[config.mk]
export PLATFORM = sky130hd
export DESIGN_NAME = mdc_multi_stream_ctrl_fsm_flat
export DESIGN_NICKNAME = d
export VERILOG_FILES = /design/src/rtl/mdc_multi_stream_ctrl_fsm_if.sv /design/src/rtl/mdc_multi_stream_ctrl_fsm.sv /design/src/flat_wrapper.sv
export SDC_FILE = /design/constraint.sdc
export NUM_CORES = 1
export LEC_CHECK = 0
export ABC_AREA = 1
export CORE_MARGIN = 5
export CORE_UTILIZATION = 58
export CTS_BUF_LIST = sky130_fd_sc_hd__clkbuf_8
export DETAILED_ROUTE_END_ITERATION = 10
export PLACE_DENSITY = 0.84
export SLEW_MARGIN = 20
export SYNTH_ARGS = -nofsm -noshare
export SYNTH_HDL_FRONTEND = slang
export SYNTH_SLANG_ARGS = --single-unit
[constraint.sdc]
create_clock -name clk_i -period 2 [get_ports clk_i]
set_clock_uncertainty 0.2 [all_clocks]
set_input_delay 0.3 -clock clk_i [delete_from_list [all_inputs] [get_ports clk_i]]
set_output_delay 0.3 -clock clk_i [all_outputs]
set_load 0.01 [all_outputs]
[src/rtl/mdc_multi_stream_ctrl_fsm_if.sv]
// Handshake bundle between the MDC job-sequencing FSM and its surroundings
// (control slave, source/sink streamers, engine). The FSM uses the master modport.
interface mdc_multi_stream_ctrl_fsm_if #(
    parameter int unsigned N_IN  = 2,
    parameter int unsigned N_OUT = 2,
    parameter int unsigned CNT_W = 32
);
    logic                   clear_i;
    logic                   start_i;
    logic [N_OUT*CNT_W-1:0] cnt_limit_i;
    logic [N_IN-1:0]        in_ready_i;
    logic [N_OUT-1:0]       out_ready_i;
    logic [N_IN-1:0]        in_done_i;
    logic [N_OUT-1:0]       out_valid_i;
    logic [N_OUT-1:0]       out_hs_rdy_i;
    logic [N_IN-1:0]        in_start_o;
    logic [N_OUT-1:0]       out_start_o;
    logic                   engine_en_o;
    logic                   busy_o;
    logic                   done_o;
    logic                   ovf_o;
    logic                   timeout_o;

    modport master (
        input  clear_i, start_i, cnt_limit_i, in_ready_i, out_ready_i,
               in_done_i, out_valid_i, out_hs_rdy_i,
        output in_start_o, out_start_o, engine_en_o, busy_o, done_o,
               ovf_o, timeout_o
    );

    modport slave (
        output clear_i, start_i, cnt_limit_i, in_ready_i, out_ready_i,
               in_done_i, out_valid_i, out_hs_rdy_i,
        input  in_start_o, out_start_o, engine_en_o, busy_o, done_o,
               ovf_o, timeout_o
    );
endinterface

[src/rtl/mdc_multi_stream_ctrl_fsm.sv]
// Job-sequencing FSM for MDC HWPEs: starts all streams, counts sink handshakes
// against per-sink limits, closes the job on all-sinks-complete and all-sources-done.
// Optional watchdog: define MDC_CTRL_WATCHDOG_EN.
module mdc_multi_stream_ctrl_fsm #(
    parameter int unsigned N_IN   = 2,
    parameter int unsigned N_OUT  = 2,
    parameter int unsigned CNT_W  = 32,
    parameter int unsigned WDOG_W = 16
) (
    input logic                         clk_i,
    input logic                         rst_ni,
    mdc_multi_stream_ctrl_fsm_if.master ctrl
);

    typedef enum logic [2:0] {
        IDLE     = 3'd0,
        WAIT_RDY = 3'd1,
        START    = 3'd2,
        COMPUTE  = 3'd3,
        DRAIN    = 3'd4,
        FINISHED = 3'd5
    } state_e;

    state_e state_q, state_d;

    logic [CNT_W-1:0] cnt_q [N_OUT];
    logic [N_OUT-1:0] cmp_q;
    logic [N_IN-1:0]  idn_q;
    logic             ovf_q;
    logic             busy_q;
    logic             engine_en_q;
    logic             timeout_q;

    logic [N_OUT-1:0] hs;
    logic             active;
    logic             all_ready;
    logic             start_acc;
    logic             wdog_fire;

    assign hs        = ctrl.out_valid_i & ctrl.out_hs_rdy_i;
    assign active    = (state_q == COMPUTE) || (state_q == DRAIN);
    assign all_ready = (&ctrl.in_ready_i) && (&ctrl.out_ready_i);
    assign start_acc = (state_q == IDLE) && ctrl.start_i && !ctrl.clear_i;

    always_ff @(posedge clk_i or negedge rst_ni) begin
        if (!rst_ni) begin
            state_q <= IDLE;
        end else begin
            state_q <= state_d;
        end
    end

    // Completion is judged on the registered sticky flags, so the cycle that
    // sets the last flag is seen one cycle later.
    always_comb begin
        state_d = state_q;
        case (state_q)
            IDLE: begin
                if (ctrl.start_i) state_d = WAIT_RDY;
            end
            WAIT_RDY: begin
                if (all_ready) state_d = START;
            end
            START: begin
                state_d = COMPUTE;
            end
            COMPUTE: begin
                if (wdog_fire) begin
                    state_d = FINISHED;
                end else if (&cmp_q) begin
                    state_d = (&idn_q) ? FINISHED : DRAIN;
                end
            end
            DRAIN: begin
                if (wdog_fire || (&idn_q)) state_d = FINISHED;
            end
            FINISHED: begin
                state_d = IDLE;
            end
            default: begin
                state_d = IDLE;
            end
        endcase
        if (ctrl.clear_i) state_d = IDLE;
    end

    always_comb begin
        ctrl.in_start_o  = '0;
        ctrl.out_start_o = '0;
        ctrl.done_o      = 1'b0;
        case (state_q)
            START: begin
                ctrl.in_start_o  = '1;
                ctrl.out_start_o = '1;
            end
            FINISHED: begin
                ctrl.done_o = 1'b1;
            end
            default: begin
            end
        endcase
    end

    always_ff @(posedge clk_i or negedge rst_ni) begin
        if (!rst_ni) begin
            busy_q      <= 1'b0;
            engine_en_q <= 1'b0;
        end else begin
            busy_q      <= (state_d != IDLE);
            engine_en_q <= (state_d == COMPUTE) || (state_d == DRAIN);
        end
    end

    // Per-sink transfer counters with sticky complete flags; a sink that is
    // already complete freezes its counter and flags any further handshake.
    always_ff @(posedge clk_i or negedge rst_ni) begin
        if (!rst_ni) begin
            for (int k = 0; k < N_OUT; k++) cnt_q[k] <= '0;
            cmp_q <= '0;
            idn_q <= '0;
            ovf_q <= 1'b0;
        end else if (ctrl.clear_i) begin
            for (int k = 0; k < N_OUT; k++) cnt_q[k] <= '0;
            cmp_q <= '0;
            idn_q <= '0;
            ovf_q <= 1'b0;
        end else begin
            if (start_acc) ovf_q <= 1'b0;
            if (state_q == FINISHED) begin
                for (int k = 0; k < N_OUT; k++) cnt_q[k] <= '0;
                cmp_q <= '0;
                idn_q <= '0;
            end
            if (active) begin
                idn_q <= idn_q | ctrl.in_done_i;
                for (int k = 0; k < N_OUT; k++) begin
                    if (hs[k]) begin
                        if (cmp_q[k]) begin
                            ovf_q <= 1'b1;
                        end else if (cnt_q[k] == ctrl.cnt_limit_i[k*CNT_W +: CNT_W]) begin
                            cmp_q[k] <= 1'b1;
                        end else begin
                            cnt_q[k] <= cnt_q[k] + CNT_W'(1);
                        end
                    end
                end
            end
        end
    end

`ifdef MDC_CTRL_WATCHDOG_EN
    logic [WDOG_W-1:0] wdog_q;
    logic              activity;

    assign activity  = (|hs) || (|ctrl.in_done_i);
    assign wdog_fire = active && (&wdog_q);

    // Counts consecutive cycles without any sink handshake or source done.
    always_ff @(posedge clk_i or negedge rst_ni) begin
        if (!rst_ni) begin
            wdog_q    <= '0;
            timeout_q <= 1'b0;
        end else if (ctrl.clear_i) begin
            wdog_q    <= '0;
            timeout_q <= 1'b0;
        end else begin
            if (start_acc) begin
                timeout_q <= 1'b0;
            end else if (wdog_fire) begin
                timeout_q <= 1'b1;
            end
            if (!active || activity || wdog_fire) begin
                wdog_q <= '0;
            end else begin
                wdog_q <= wdog_q + WDOG_W'(1);
            end
        end
    end
`else
    assign wdog_fire = 1'b0;
    // Constant 0 for every legal WDOG_W; the width only matters with the watchdog.
    assign timeout_q = (WDOG_W == 0);
`endif

    assign ctrl.busy_o      = busy_q;
    assign ctrl.engine_en_o = engine_en_q;
    assign ctrl.ovf_o       = ovf_q;
    assign ctrl.timeout_o   = timeout_q;

endmodule
[src/flat_wrapper.sv]
// flat-port wrapper written by rule: the top's interface ports become plain ports
module mdc_multi_stream_ctrl_fsm_flat 
#(
    parameter int unsigned N_IN   = 2,
    parameter int unsigned N_OUT  = 2,
    parameter int unsigned CNT_W  = 32,
    parameter int unsigned WDOG_W = 16
)
  (clk_i, rst_ni, ctrl_clear_i, ctrl_start_i, ctrl_cnt_limit_i, ctrl_in_ready_i, ctrl_out_ready_i, ctrl_in_done_i, ctrl_out_valid_i, ctrl_out_hs_rdy_i, ctrl_in_start_o, ctrl_out_start_o, ctrl_engine_en_o, ctrl_busy_o, ctrl_done_o, ctrl_ovf_o, ctrl_timeout_o);
  mdc_multi_stream_ctrl_fsm_if #(.N_IN(N_IN), .N_OUT(N_OUT), .CNT_W(CNT_W)) ctrl_i ();
  input logic clk_i;
  input logic rst_ni;
  input wire logic [$bits(ctrl_i.clear_i)-1:0] ctrl_clear_i;
  input wire logic [$bits(ctrl_i.start_i)-1:0] ctrl_start_i;
  input wire logic [$bits(ctrl_i.cnt_limit_i)-1:0] ctrl_cnt_limit_i;
  input wire logic [$bits(ctrl_i.in_ready_i)-1:0] ctrl_in_ready_i;
  input wire logic [$bits(ctrl_i.out_ready_i)-1:0] ctrl_out_ready_i;
  input wire logic [$bits(ctrl_i.in_done_i)-1:0] ctrl_in_done_i;
  input wire logic [$bits(ctrl_i.out_valid_i)-1:0] ctrl_out_valid_i;
  input wire logic [$bits(ctrl_i.out_hs_rdy_i)-1:0] ctrl_out_hs_rdy_i;
  output wire logic [$bits(ctrl_i.in_start_o)-1:0] ctrl_in_start_o;
  output wire logic [$bits(ctrl_i.out_start_o)-1:0] ctrl_out_start_o;
  output wire logic [$bits(ctrl_i.engine_en_o)-1:0] ctrl_engine_en_o;
  output wire logic [$bits(ctrl_i.busy_o)-1:0] ctrl_busy_o;
  output wire logic [$bits(ctrl_i.done_o)-1:0] ctrl_done_o;
  output wire logic [$bits(ctrl_i.ovf_o)-1:0] ctrl_ovf_o;
  output wire logic [$bits(ctrl_i.timeout_o)-1:0] ctrl_timeout_o;
  assign ctrl_i.clear_i = ctrl_clear_i;
  assign ctrl_i.start_i = ctrl_start_i;
  assign ctrl_i.cnt_limit_i = ctrl_cnt_limit_i;
  assign ctrl_i.in_ready_i = ctrl_in_ready_i;
  assign ctrl_i.out_ready_i = ctrl_out_ready_i;
  assign ctrl_i.in_done_i = ctrl_in_done_i;
  assign ctrl_i.out_valid_i = ctrl_out_valid_i;
  assign ctrl_i.out_hs_rdy_i = ctrl_out_hs_rdy_i;
  assign ctrl_in_start_o = ctrl_i.in_start_o;
  assign ctrl_out_start_o = ctrl_i.out_start_o;
  assign ctrl_engine_en_o = ctrl_i.engine_en_o;
  assign ctrl_busy_o = ctrl_i.busy_o;
  assign ctrl_done_o = ctrl_i.done_o;
  assign ctrl_ovf_o = ctrl_i.ovf_o;
  assign ctrl_timeout_o = ctrl_i.timeout_o;
  mdc_multi_stream_ctrl_fsm #(.N_IN(N_IN), .N_OUT(N_OUT), .CNT_W(CNT_W), .WDOG_W(WDOG_W)) u_core (.clk_i(clk_i), .rst_ni(rst_ni), .ctrl(ctrl_i));
endmodule
======== Word level (Yosys, flattened, before mapping) ========
Cells that the tools add are included.
cells by class
  $add $sub $neg .......................... 2
  $mul .................................... 0
  divide/modulo/power cells ............... 0
  magnitude comparators ................... 0
  equal/unequal tests ..................... 9
  shifts and indexed selects .............. 0
  multiplexer cells ....................... 37
  bitwise gates (word level) .............. 2
  reduce and logical (&&, ||, !) cells .... 13
operator list
  operator                 number
  $mux W32                 6
  $mux W64                 3
  $add A32 B1 Y32 const B  2
  $eq A32 B32 Y1           2
  $mux W1                  15
  $mux W3                  5
  $pmux W3 S5              1
  $mux W2                  7
  $eq A3 B2 Y1 const B     3
  $eq A3 B3 Y1 const B     3
  $reduce_and A2 Y1        4
  $reduce_bool A3 Y1       2
  $eq A3 B1 Y1 const B     1
  $logic_and A1 B1 Y1      3
  $logic_not A3 Y1         1
  $and A2 B2 Y2            1
  $logic_or A1 B1 Y1       2
  $or A2 B2 Y2             1
  $logic_not A1 Y1         1
storage, ports and cells
  register bits ........................... 74
  latch bits .............................. 0
  RAM bits ................................ 0
  memory bits (read-only) ................. 0
  input port bits ......................... 78
  output and inout bits ................... 9
  word-level logic and storage cells ...... 71
  memories kept ........................... 0

======== Longest topological paths before layout ========
  depth after elaboration ................. 10
  mapped depth ............................ 13
  gate-level depth less buffers ........... 12

======== Worst setup path before layout ========
No wires, ideal clock.
  path kind ............................... reg2reg
  start ................................... reg u_core.cnt_q[32] (netlist bit)
  end ..................................... reg u_core.cnt_q[58] (netlist bit)
  arrival time ............................ 1.510 ns
  data required time ...................... 1.687 ns
  setup slack ............................. 0.177 ns
  cell stages (with the launch flop) ...... 11
  path buffers ............................ 0
  period minus slack after synthesis ...... 1.823 ns
  cells stage by stage .................... dfrtp_1 -> ha_1 -> nand3_1 -> nor2_1 -> nand2_1 -> nor2_4 -> nand2_1 -> o21ai_1 -> nand4_1 -> nand2_1 -> inv_1
on the way
  longest elaborated chain between the ends .. 6
RTL lines
  item                                                      line                                                                source
  start, declared                                           mdc_multi_stream_ctrl_fsm.sv:26                                     logic [CNT_W-1:0] cnt_q [N_OUT];
  start signal, assigned by index                           mdc_multi_stream_ctrl_fsm.sv:143                                    cnt_q[k] <= cnt_q[k] + CNT_W'(1);
  $add A32 B1 Y32 / $eq A32 B32 Y1 (equally long branches)  mdc_multi_stream_ctrl_fsm.sv:143, mdc_multi_stream_ctrl_fsm.sv:140
  $mux W32 (*)                                              mdc_multi_stream_ctrl_fsm.sv:140                                    end else if (cnt_q[k] == ctrl.cnt_limit_i[k*CNT_W +: CNT_W]) begin
  $mux W32 (*)                                              mdc_multi_stream_ctrl_fsm.sv:138                                    if (cmp_q[k]) begin
  $mux W32 (*)                                              mdc_multi_stream_ctrl_fsm.sv:137                                    if (hs[k]) begin
  $mux W64 (*)                                              mdc_multi_stream_ctrl_fsm.sv:134                                    if (active) begin
  $mux W64 (*)                                              mdc_multi_stream_ctrl_fsm.sv:122                                    end else if (ctrl.clear_i) begin
Mark *: on every way between the ends. The rest lies on a longest branch, timed or not.
A chain may end at the register's enable or synchronous reset.

======== Worst setup path in the final report ========
  start ................................... reg u_core.cnt_q[31] (netlist bit)
  end ..................................... reg u_core.cnt_q[24] (netlist bit)
on the way
  longest elaborated chain between the ends .. 6
RTL lines
  item            line
  $eq A32 B32 Y1  mdc_multi_stream_ctrl_fsm.sv:140
  $mux W32        mdc_multi_stream_ctrl_fsm.sv:140
  $mux W32        mdc_multi_stream_ctrl_fsm.sv:138
  $mux W32        mdc_multi_stream_ctrl_fsm.sv:137
  $mux W64        mdc_multi_stream_ctrl_fsm.sv:134
  $mux W64        mdc_multi_stream_ctrl_fsm.sv:122
No other way between the ends.

==> results.sh <==
export IMPL_place_congestion=1.005
export IMPL_endpoint_kind="register"
export IMPL_arrival_ns=2.41
export IMPL_grt_pass1_wl_um=32700
export IMPL_viasPerCell=6.267
export IMPL_ys_top_cells_by_area="dfrtp_1 29%, nand2_1 18%, nor2_1 7.8%"
export IMPL_hold_viol=0
export IMPL_ys_seq_area_frac=0.2909
export IMPL_synth_yosys_warnings=0
export IMPL_initial_utilization=0.5897
export IMPL_dr_pass1_iters=7
export IMPL_final_seq_area_um2=1879
export IMPL_criticalPathCategory="register to register"
export IMPL_areaGrowthSynthToFinish_pct=44.66
export IMPL_ir_worst_vdd_uv=349.7
export IMPL_crit_slowest_cell="dfrtp_2"
export IMPL_drc_errors=0
export IMPL_clk_pin_slew_worst_paths_ns=0.10
export IMPL_h_tree_depth=3
export IMPL_crit_path_start_kind="register"
export IMPL_slew_violations=0
export IMPL_drive_gt1_frac=0.2791
export IMPL_dieArea_um2=13170
export IMPL_ys_flop_type="dfrtp_1"
export IMPL_p_clk_frac=0.449
export IMPL_grt_usage=0.3093
export IMPL_syn_area_um2=6365
export IMPL_syn_num_nets=1086
export IMPL_wirelength_um=27050
export IMPL_antenna_found_initial=0
export IMPL_dr_total_vias=8511
export IMPL_die_h_um=114.8
export IMPL_power_frac_seq=0.412
export IMPL_relSlewSlack=0.6527
export IMPL_p_sw_mw=0.9360
export IMPL_ys_ff_latch=74
export IMPL_synth_edf_count=0
export IMPL_rows=38
export IMPL_synth_distinct_cells=44
export IMPL_layout_common_cells="291 x nand2_1, 123 x buf_4, 115 x nor2_1, 112 x inv_1, 79 x clkdlybuf4s50_1"
export IMPL_avgRoutedWirePerCell_um=19.92
export IMPL_cap_viol_max_count=0
export IMPL_rsz0062_at_grt="yes"
export IMPL_fin_ws_ns=-0.3339
export IMPL_cts_path_max_buffers=2
export IMPL_syn_avg_cell_area_um2=6.327
export IMPL_cp_cell_sequence="xnor2_2 -> nand2_1 -> nor2_1 -> nand2_1 -> nor2_4 -> nand2_8 -> buf_6 -> nand3_2 -> nand2_1 -> nor2_1"
export IMPL_powerDensity_nw_per_um2=398.1
export IMPL_synth_top_area_frac=0.2909
export IMPL_first_iter_violations=1479
export IMPL_cts_root_buf="clkbuf_8"
export IMPL_p_leak_nw=4.020
export IMPL_cts_tree="yes"
export IMPL_hold_class="input pin to asynchronous set/reset pin"
export IMPL_clock_latency_ns=0.37
export IMPL_p_sw_frac=0.2554
export IMPL_dp_slack_ns=-0.3484
export IMPL_p_total_mw=3.665
export IMPL_ys_async_sr_fraction=1.000
export IMPL_tightest_slew_ns=0.5210
export IMPL_port_buffers=85
export IMPL_coreArea_um2=10790
export IMPL_final_common_cell="nand2_1"
export IMPL_p_int_mw=2.729
export IMPL_cp_max_fo=7
export IMPL_cp_slowest_stage_delay_ns=0.50
export IMPL_n_antenna_cell=0
export IMPL_final_min_clock_period_ns=2.334
export IMPL_grt_max_degree=35
export IMPL_critPathMostFrequentCell="nand2_1"
export IMPL_nets=1293
export IMPL_violations="setup timing"
export IMPL_antenna_left=0
export IMPL_multiInputGateArea_um2=4384
export IMPL_synth_cells=1006
export IMPL_dp_hpwl_um=14320
export IMPL_setup_viol=62
export IMPL_cts_buffers=9
export IMPL_fin_crit_sh=1.167
export IMPL_fmax_ghz=0.4285
export IMPL_die_w_um=114.8
export IMPL_required_ns=2.08
export IMPL_yosysTopAreaCell="dfrtp_1"
export IMPL_gr_total_overflow=0
export IMPL_fillers=564
export IMPL_status="finished with violations"
export IMPL_grt_pass1_vias=7017
export IMPL_pwr_share_comb=0.139
export IMPL_cts_sinks=74
export IMPL_io_pins=87
registers in the layout (all words and copies together), names as in the netlist:
signal / flops
u_core.cnt_q: 64
u_core.idn_q: 2
u_core.ctrl.ovf_o: 1
u_core.ctrl.busy_o: 1
u_core.state_q: 3
u_core.ctrl.engine_en_o: 1
u_core.cmp_q: 2
kinds of logic after synthesis:
family                   after synthesis  share of synthesized area
adder cells (fa/ha/maj)                2                   0.003931
buffers and inverters                165                     0.1154
flip-flops                            74                     0.2909
AO/OA/AOI/OAI                        112                    0.09515
other                                  1                  0.0005892
AND/OR/NAND/NOR                      595                     0.4130
multiplexers                           1                   0.001573
XOR/XNOR                              56                    0.07942
cells in the mapped netlist (8+ instances only):
cell type  number
nor3_1         23
nand4_1        23
nor2_2         13
clkbuf_1        9
a21oi_1        30
nand2_1       305
dfrtp_1        74
o21ai_0        39
buf_4           9
nor2_1        132
inv_1         119
inv_2           9
nand2_2         8
xnor2_1        50
o21ai_1        25
nand3_1        67
buf_2           9
power by group through the flow:
stage                     Clock [mW]  Combinational [mW]  Sequential [mW]
after detailed placement           0               0.447             1.53
final                           1.65               0.510             1.51
after global routing            1.68               0.543             1.51
after global placement             0               0.437             1.53
after CTS                       1.60               0.455             1.50
after floorplan                    0               0.156             1.54
cell type report:
| type | count | share of cell area |
|---|---|---|
| multi-input cells | 771 | 0.4762 |
| repair buffers | 227 | 0.2178 |
| flip-flops and latches | 74 | 0.2041 |
| inverters | 130 | 0.05408 |
| well taps | 140 | 0.01902 |
| clock inverters | 7 | 0.01536 |
| clock buffers | 9 | 0.01345 |
worst paths after layout:
check,from,to,slack (ns),depth (start not counted)
worst max-delay path,u_core.cnt_q[31],u_core.cnt_q[24],-0.33,10
worst min-delay path,rst_ni,u_core.cnt_q[30],0.24,2
worst max register to register,u_core.cnt_q[31],u_core.cnt_q[24],-0.33,10
worst min register to register,u_core.idn_q[0],u_core.idn_q[0],0.32,2
max in group asynchronous,rst_ni,u_core.cnt_q[58],0.75,3
min in group clk_i,ctrl_in_done_i[0],u_core.idn_q[0],0.28,3
through the flow:
stage / util / hold slack (ns) / instances / TNS [ns] / cell area (um^2)
2_1_floorplan: - / -0.1956 / 1006 / 0 / 6365
3_3_place_gp: 0.7324 / 0.08623 / 1294 / -13.83 / 7905
3_5_place_dp: 0.7324 / 0.08608 / 1294 / -15.40 / 7905
4_1_cts: 0.7706 / 0.2399 / 1318 / -0.008035 / 8317
5_1_grt: 0.8531 / 0.2974 / 1358 / -11.18 / 9208
6_report: 0.8531 / 0.2442 / 1358 / -8.276 / 9208
worst max-delay path: cells and delay by family, from the launching register on:
| kind | cells | cell delay, ns |
|---|---|---|
| buf+inv | 1 | 0.17 |
| xor+xnor | 1 | 0.29 |
| flops | 1 | 0.50 |
| simple gates | 8 | 1.08 |
what timing repair did:
action,4_1_cts,5_1_grt
pin swaps,3,48
endpoints found under the setup margin,32,71
buffers inserted,6,36
hold endpoints to repair,32,0
resized for setup,24,174
hold buffers,1,0
cloned,1,4
metal layers:
metal | vias up | global-route usage | wire, um
met5 | - | 0 | 0
met4 | 0 | 0.1526 | 2395
met3 | 299 | 0.05684 | 3744
met2 | 846 | 0.5083 | 11900
met1 | 3772 | 0.3926 | 9014
li1 | 3594 | - | -
Power figures use the tool's default switching activity.
